--- config.mk ---
export PLATFORM = sky130hd
export DESIGN_NAME = mesh_to_spm_arb
export DESIGN_NICKNAME = d
export VERILOG_FILES = /design/src/rtl/mesh_to_spm_arb.sv
export SDC_FILE = /design/constraint.sdc
export NUM_CORES = 1
export LEC_CHECK = 0
export BUFFER_PORTS_ARGS = -buffer_cell sky130_fd_sc_hd__clkbuf_2
export CORE_MARGIN = 1.5
export CORE_UTILIZATION = 49
export CTS_CLUSTER_DIAMETER = 40
export DETAILED_ROUTE_END_ITERATION = 10
export PLACE_DENSITY = 0.86
export RECOVER_POWER = 25
export SETUP_SLACK_MARGIN = 0.3
export SYNTH_ARGS = -nofsm -noshare
export SYNTH_HDL_FRONTEND = slang
export SYNTH_SLANG_ARGS = --single-unit
--- constraint.sdc ---
create_clock -name clk_i -period 4.72 [get_ports clk_i]
set_input_delay 0.708 -clock clk_i [delete_from_list [all_inputs] [get_ports clk_i]]
set_output_delay 0.708 -clock clk_i [all_outputs]
set_load 0.01 [all_outputs]
--- src/rtl/mesh_to_spm_arb.sv ---
// rtl/mesh_to_spm_arb.sv - merges PE egress FIFOs into one tagged, registered SPM-facing FIFO
// Fixed-select or burst-limited round-robin arbitration feeding a small circular output buffer.
module mesh_to_spm_arb #(
  parameter int FIFO_WIDTH    = 36,
  parameter int NUM_EGRESS_PE = 4,
  parameter int OUT_DEPTH     = 2,
  parameter int BURST_LEN     = 4,
  localparam int IW = $clog2(NUM_EGRESS_PE),
  localparam int CW = $clog2(OUT_DEPTH + 1)
) (
  input  logic                     clk_i,
  input  logic                     rst_ni,
  input  logic                     rr_mode_i,
  input  logic [IW-1:0]            sel_i,
  output logic                     empty_o,
  output logic [FIFO_WIDTH-1:0]    rdata_o,
  output logic [IW-1:0]            src_id_o,
  output logic [CW-1:0]            count_o,
  input  logic                     dequeue_i,
  input  logic [NUM_EGRESS_PE-1:0] egress_empty_i,
  input  logic [FIFO_WIDTH-1:0]    egress_rdata_i [NUM_EGRESS_PE],
  output logic [NUM_EGRESS_PE-1:0] egress_dequeue_o
);

  localparam int PW = (OUT_DEPTH > 1) ? $clog2(OUT_DEPTH) : 1;
  localparam int BW = $clog2(BURST_LEN + 1);
  localparam int EW = IW + FIFO_WIDTH;

  logic [EW-1:0] mem_q [OUT_DEPTH];
  logic [PW-1:0] wr_ptr_q, wr_ptr_d, rd_ptr_q, rd_ptr_d;
  logic [CW-1:0] count_q, count_d;
  logic [IW-1:0] ptr_q, ptr_d;
  logic [BW-1:0] bcnt_q, bcnt_d, bcnt_nxt;
  logic          pop, space, gnt_vld, push;
  logic [IW-1:0] gnt_idx, cand;

  assign empty_o  = (count_q == '0);
  assign count_o  = count_q;
  assign pop      = dequeue_i && !empty_o;
  assign space    = (count_q < CW'(OUT_DEPTH)) || pop;
  assign push     = space && gnt_vld;
  assign rdata_o  = empty_o ? '0 : mem_q[rd_ptr_q][FIFO_WIDTH-1:0];
  assign src_id_o = empty_o ? '0 : mem_q[rd_ptr_q][EW-1:FIFO_WIDTH];

  // Search runs from the farthest offset down so the nearest non-empty PE to ptr wins.
  always_comb begin
    gnt_vld = 1'b0;
    gnt_idx = '0;
    cand    = '0;
    if (rr_mode_i) begin
      for (int k = NUM_EGRESS_PE - 1; k >= 0; k--) begin
        cand = IW'((int'(ptr_q) + k) % NUM_EGRESS_PE);
        if (!egress_empty_i[cand]) begin
          gnt_vld = 1'b1;
          gnt_idx = cand;
        end
      end
    end else if (!egress_empty_i[sel_i]) begin
      gnt_vld = 1'b1;
      gnt_idx = sel_i;
    end
  end

  // Gated by rst_ni so an in-flight pop drops the instant reset asserts.
  always_comb begin
    egress_dequeue_o = '0;
    if (rst_ni && push) begin
      egress_dequeue_o[gnt_idx] = 1'b1;
    end
  end

  always_comb begin
    ptr_d    = ptr_q;
    bcnt_d   = bcnt_q;
    bcnt_nxt = (gnt_idx == ptr_q) ? bcnt_q + 1'b1 : BW'(1);
    if (!rr_mode_i) begin
      ptr_d  = sel_i;
      bcnt_d = '0;
    end else if (push) begin
      if (bcnt_nxt == BW'(BURST_LEN)) begin
        ptr_d  = (gnt_idx == IW'(NUM_EGRESS_PE - 1)) ? '0 : gnt_idx + 1'b1;
        bcnt_d = '0;
      end else begin
        ptr_d  = gnt_idx;
        bcnt_d = bcnt_nxt;
      end
    end
  end

  always_comb begin
    wr_ptr_d = wr_ptr_q;
    rd_ptr_d = rd_ptr_q;
    count_d  = count_q;
    if (push) begin
      wr_ptr_d = (wr_ptr_q == PW'(OUT_DEPTH - 1)) ? '0 : wr_ptr_q + 1'b1;
    end
    if (pop) begin
      rd_ptr_d = (rd_ptr_q == PW'(OUT_DEPTH - 1)) ? '0 : rd_ptr_q + 1'b1;
    end
    if (push && !pop) begin
      count_d = count_q + 1'b1;
    end else if (pop && !push) begin
      count_d = count_q - 1'b1;
    end
  end

  always_ff @(posedge clk_i or negedge rst_ni) begin
    if (!rst_ni) begin
      wr_ptr_q <= '0;
      rd_ptr_q <= '0;
      count_q  <= '0;
      ptr_q    <= '0;
      bcnt_q   <= '0;
    end else begin
      wr_ptr_q <= wr_ptr_d;
      rd_ptr_q <= rd_ptr_d;
      count_q  <= count_d;
      ptr_q    <= ptr_d;
      bcnt_q   <= bcnt_d;
    end
  end

  // Payload storage needs no reset; occupancy alone decides what is visible.
  always_ff @(posedge clk_i) begin
    if (push) begin
      mem_q[wr_ptr_q] <= {gnt_idx, egress_rdata_i[gnt_idx]};
    end
  end

endmodule

==> metrics.yaml <==
die:
  start_util: 0.4983
  die_h_um: 102.2
  io_pins: 199
  coreArea_mm2: 0.009684
  fp-row-count: 36
  die_w_um: 102.2
  die_area_mm2: 0.01045
layout:
  drive_above_1_share: 0.3187
  final_nets: 840
  stdcell_count: 817
  nFillCells: 840
  seq_area_mm2: 0.002507
  multi_input_area_mm2: 0.002091
  syn2layout_area_growth_pct: 23.57
  n_antenna_cell: 0
placed_design:
  gp_congestion: 0.8747
  portBuffers: 198
  dp.cells: 802
  pre_cts_slack_ns: 1.106
  post-dp-hpwl_mm: 8.553
global_routing:
  grt_usage: 0.2177
  grt_antenna_before_repair: 0
  grt_max_degree: 47
  grt_overflow_total: 0
  grt_pass1_wl_mm: 17.82
  grt_pass1_vias: 4018
synthesis:
  netlist_top_cells_area: "edfxtp_1, nand2_1, mux2i_1"
  ys_warn_count: 0
  synthTopCellsByCount: "nand2_1, edfxtp_1, nor2_1"
  synth_edf_count: 76
  yosys.area.top_type: "edfxtp_1"
  synth_top_cell_area_share: 0.4729
  syn_area_mm2: 0.004826
  yosysMostFrequentCell: "nand2_1"
  syn_avg_cell_area_um2: 9.652
  synth.distinct_cells: 44
  seq_area_frac_synth: 0.5196
  ys.flop_type: "edfxtp_1"
  synthCells: 500
  synth-seq-cells: 85
  synth_nets: 660
  ys_async_sr_fraction: 0.1059
timing:
  grt_setup_unrepaired: "no"
  setup_viol: 0
  worst_hold_slack_ns: 0.3658
  setup_ws_ns: 0.7451
  hold_viol_final: 0
  relSlewSlack: -0.4320
  tightest_slew_ns: 2.148
  tns_ns: 0
  drv_slew: 40
  fin_worst_skew_ns: 0.006496
  min_period_ns: 3.975
  fin_crit_sh: 0.8421
  fmax_mhz: 251.6
run_status:
  violations: "max-capacitance violations, max-slew violations"
  status: "complete, but fails checks"
route:
  wl_per_cell_um: 14.64
  ant_nets: 0
  wirelength_mm: 11.96
  drc: 0
  vias: 4328
  drtIter0Drc: 194
  viasPerCell: 5.297
  dr.pass1.iters: 4
clock_tree:
  tritoncts: "yes"
  hold_buffers: 0
  cts_sinks: 85
  cts_buffers: 9
  path_clk_slew_ns: 0.08
  post_cts_buffers: 0
  clk_root_buffer_cell: "clkbuf_8"
  htreeDepth: 3
  clock_latency_ns: 0.33
  cts.path.max_buffers: 2
  cts_resized: 0
flow_run:
  maxCapViolCount: 1
pwr:
  vdd_drop_max_mv: 0.2667
  powerDensity_mw_per_mm2: 492.0
  power_w: 0.002934
  p_leak_nw: 2.857
setup_path:
  endpoint_kind: "output port"
  worst-setup-path-type: "register to output port"
  required_ns: 4.01
  startpoint_type: "register"
  cp_max_fo: 33
  cp_data_arrival_time_ns: 3.27
hold_path:
  hold_class: "primary input to asynchronous set/reset pin"
[stage by stage]
stage | cell area, um^2 | utilization
after global routing | 5963 | 0.6158
after CTS | 6000 | 0.6195
after global placement | 5843 | 0.6034
final | 5963 | 0.6158
after detailed placement | 5843 | 0.6034
after floorplan | 4826 | -
[kinds of logic (layout without fill, tap and decap cells)]
family                     after synthesis  count (layout)  share of synthesized area
buffers and inverters                   41             225                    0.04693
and+or+nand+nor                        259             259                     0.2344
DFF                                     85              85                     0.5196
xor gates and xnor gates                 6               6                    0.01089
muxes                                   41              41                    0.08530
adders and majority gates                6               6                    0.01556
AOI/OAI and AO/OA                       62              62                    0.08737
[sequential cells by signal, indices dropped and copies added (netlist names)]
register  count
bcnt_q        3
count_o       2
mem_q        76
ptr_q         2
rd_ptr_q      1
wr_ptr_q      1
[worst max-delay path, stage by stage (launching register included)]
cell and delay, ns:
dfrtp_1 0.52, nor2b_1 0.20, o21a_1 0.19, o31ai_1 0.32
clkbuf_1 1.06, ha_1 0.35, and3_1 0.16, clkbuf_2 0.13
[report_power, final]
group / switching [W] / total (W) / leakage, nW / internal, W
clock: 0.000236 / 0.000421 / 0.0756 / 0.000185
sequential: 0.000161 / 0.00128 / 0.826 / 0.00112
combinational: 0.000723 / 0.00123 / 1.96 / 0.000509
[per-layer routing]
metal	part of all wire	track usage	wire (um)
met1	0.41	0.2531	4862
met2	0.54	0.4075	6418
met3	0.045	0.02941	540
met4	0.012	0.07903	138
met5	0	0	0
[layout make-up]
type,instances,area share
Clock buffer,10,0.02140
Clock inverter,5,0.004826
Inverter,6,0.003777
Multi-Input combinational cell,374,0.3506
Sequential cell,85,0.4205
Tap cell,133,0.02791
Timing Repair Buffer,204,0.1710
[cells in the final DEF (no fill, tap or decap), types with 2 or more instances in the layout]
cell and count:
xor2_1 2, a31oi_1 39, a211oi_1 2, buf_4 3, nand2b_1 2, clkinvlp_4 2
edfxtp_1 76, clkbuf_8 9, a21oi_1 2, xnor2_1 4, o21ai_0 6, o31ai_1 2
o22ai_1 2, and2_1 2, clkbuf_1 8, dfrtp_1 9, mux2i_1 40, ha_1 6
nand2_1 151, inv_1 4, nand3_1 4, and3_1 40, nor2b_1 6, nor2_1 42
nor3_1 4, clkinv_2 2, inv_2 2, clkbuf_2 194
[path summary, 6_finish.rpt]
path                                            from                    end  slack, ns  depth (start not counted)
worst max-delay path            ptr_q[1]$_DFFE_PN0P_    egress_dequeue_o[3]       0.75                          7
worst min-delay path                          rst_ni   rd_ptr_q$_DFFE_PN0P_       0.37                          1
worst max register to register  ptr_q[1]$_DFFE_PN0P_   ptr_q[1]$_DFFE_PN0P_       1.61                          7
worst min register to register  wr_ptr_q$_DFFE_PN0N_   wr_ptr_q$_DFFE_PN0N_       0.51                          1
max in group asynchronous                     rst_ni  bcnt_q[1]$_DFFE_PN0P_       3.94                          1
min in group clk_i              wr_ptr_q$_DFFE_PN0N_   wr_ptr_q$_DFFE_PN0N_       0.51                          1
Note: power is estimated with default switching activity, not from simulation.
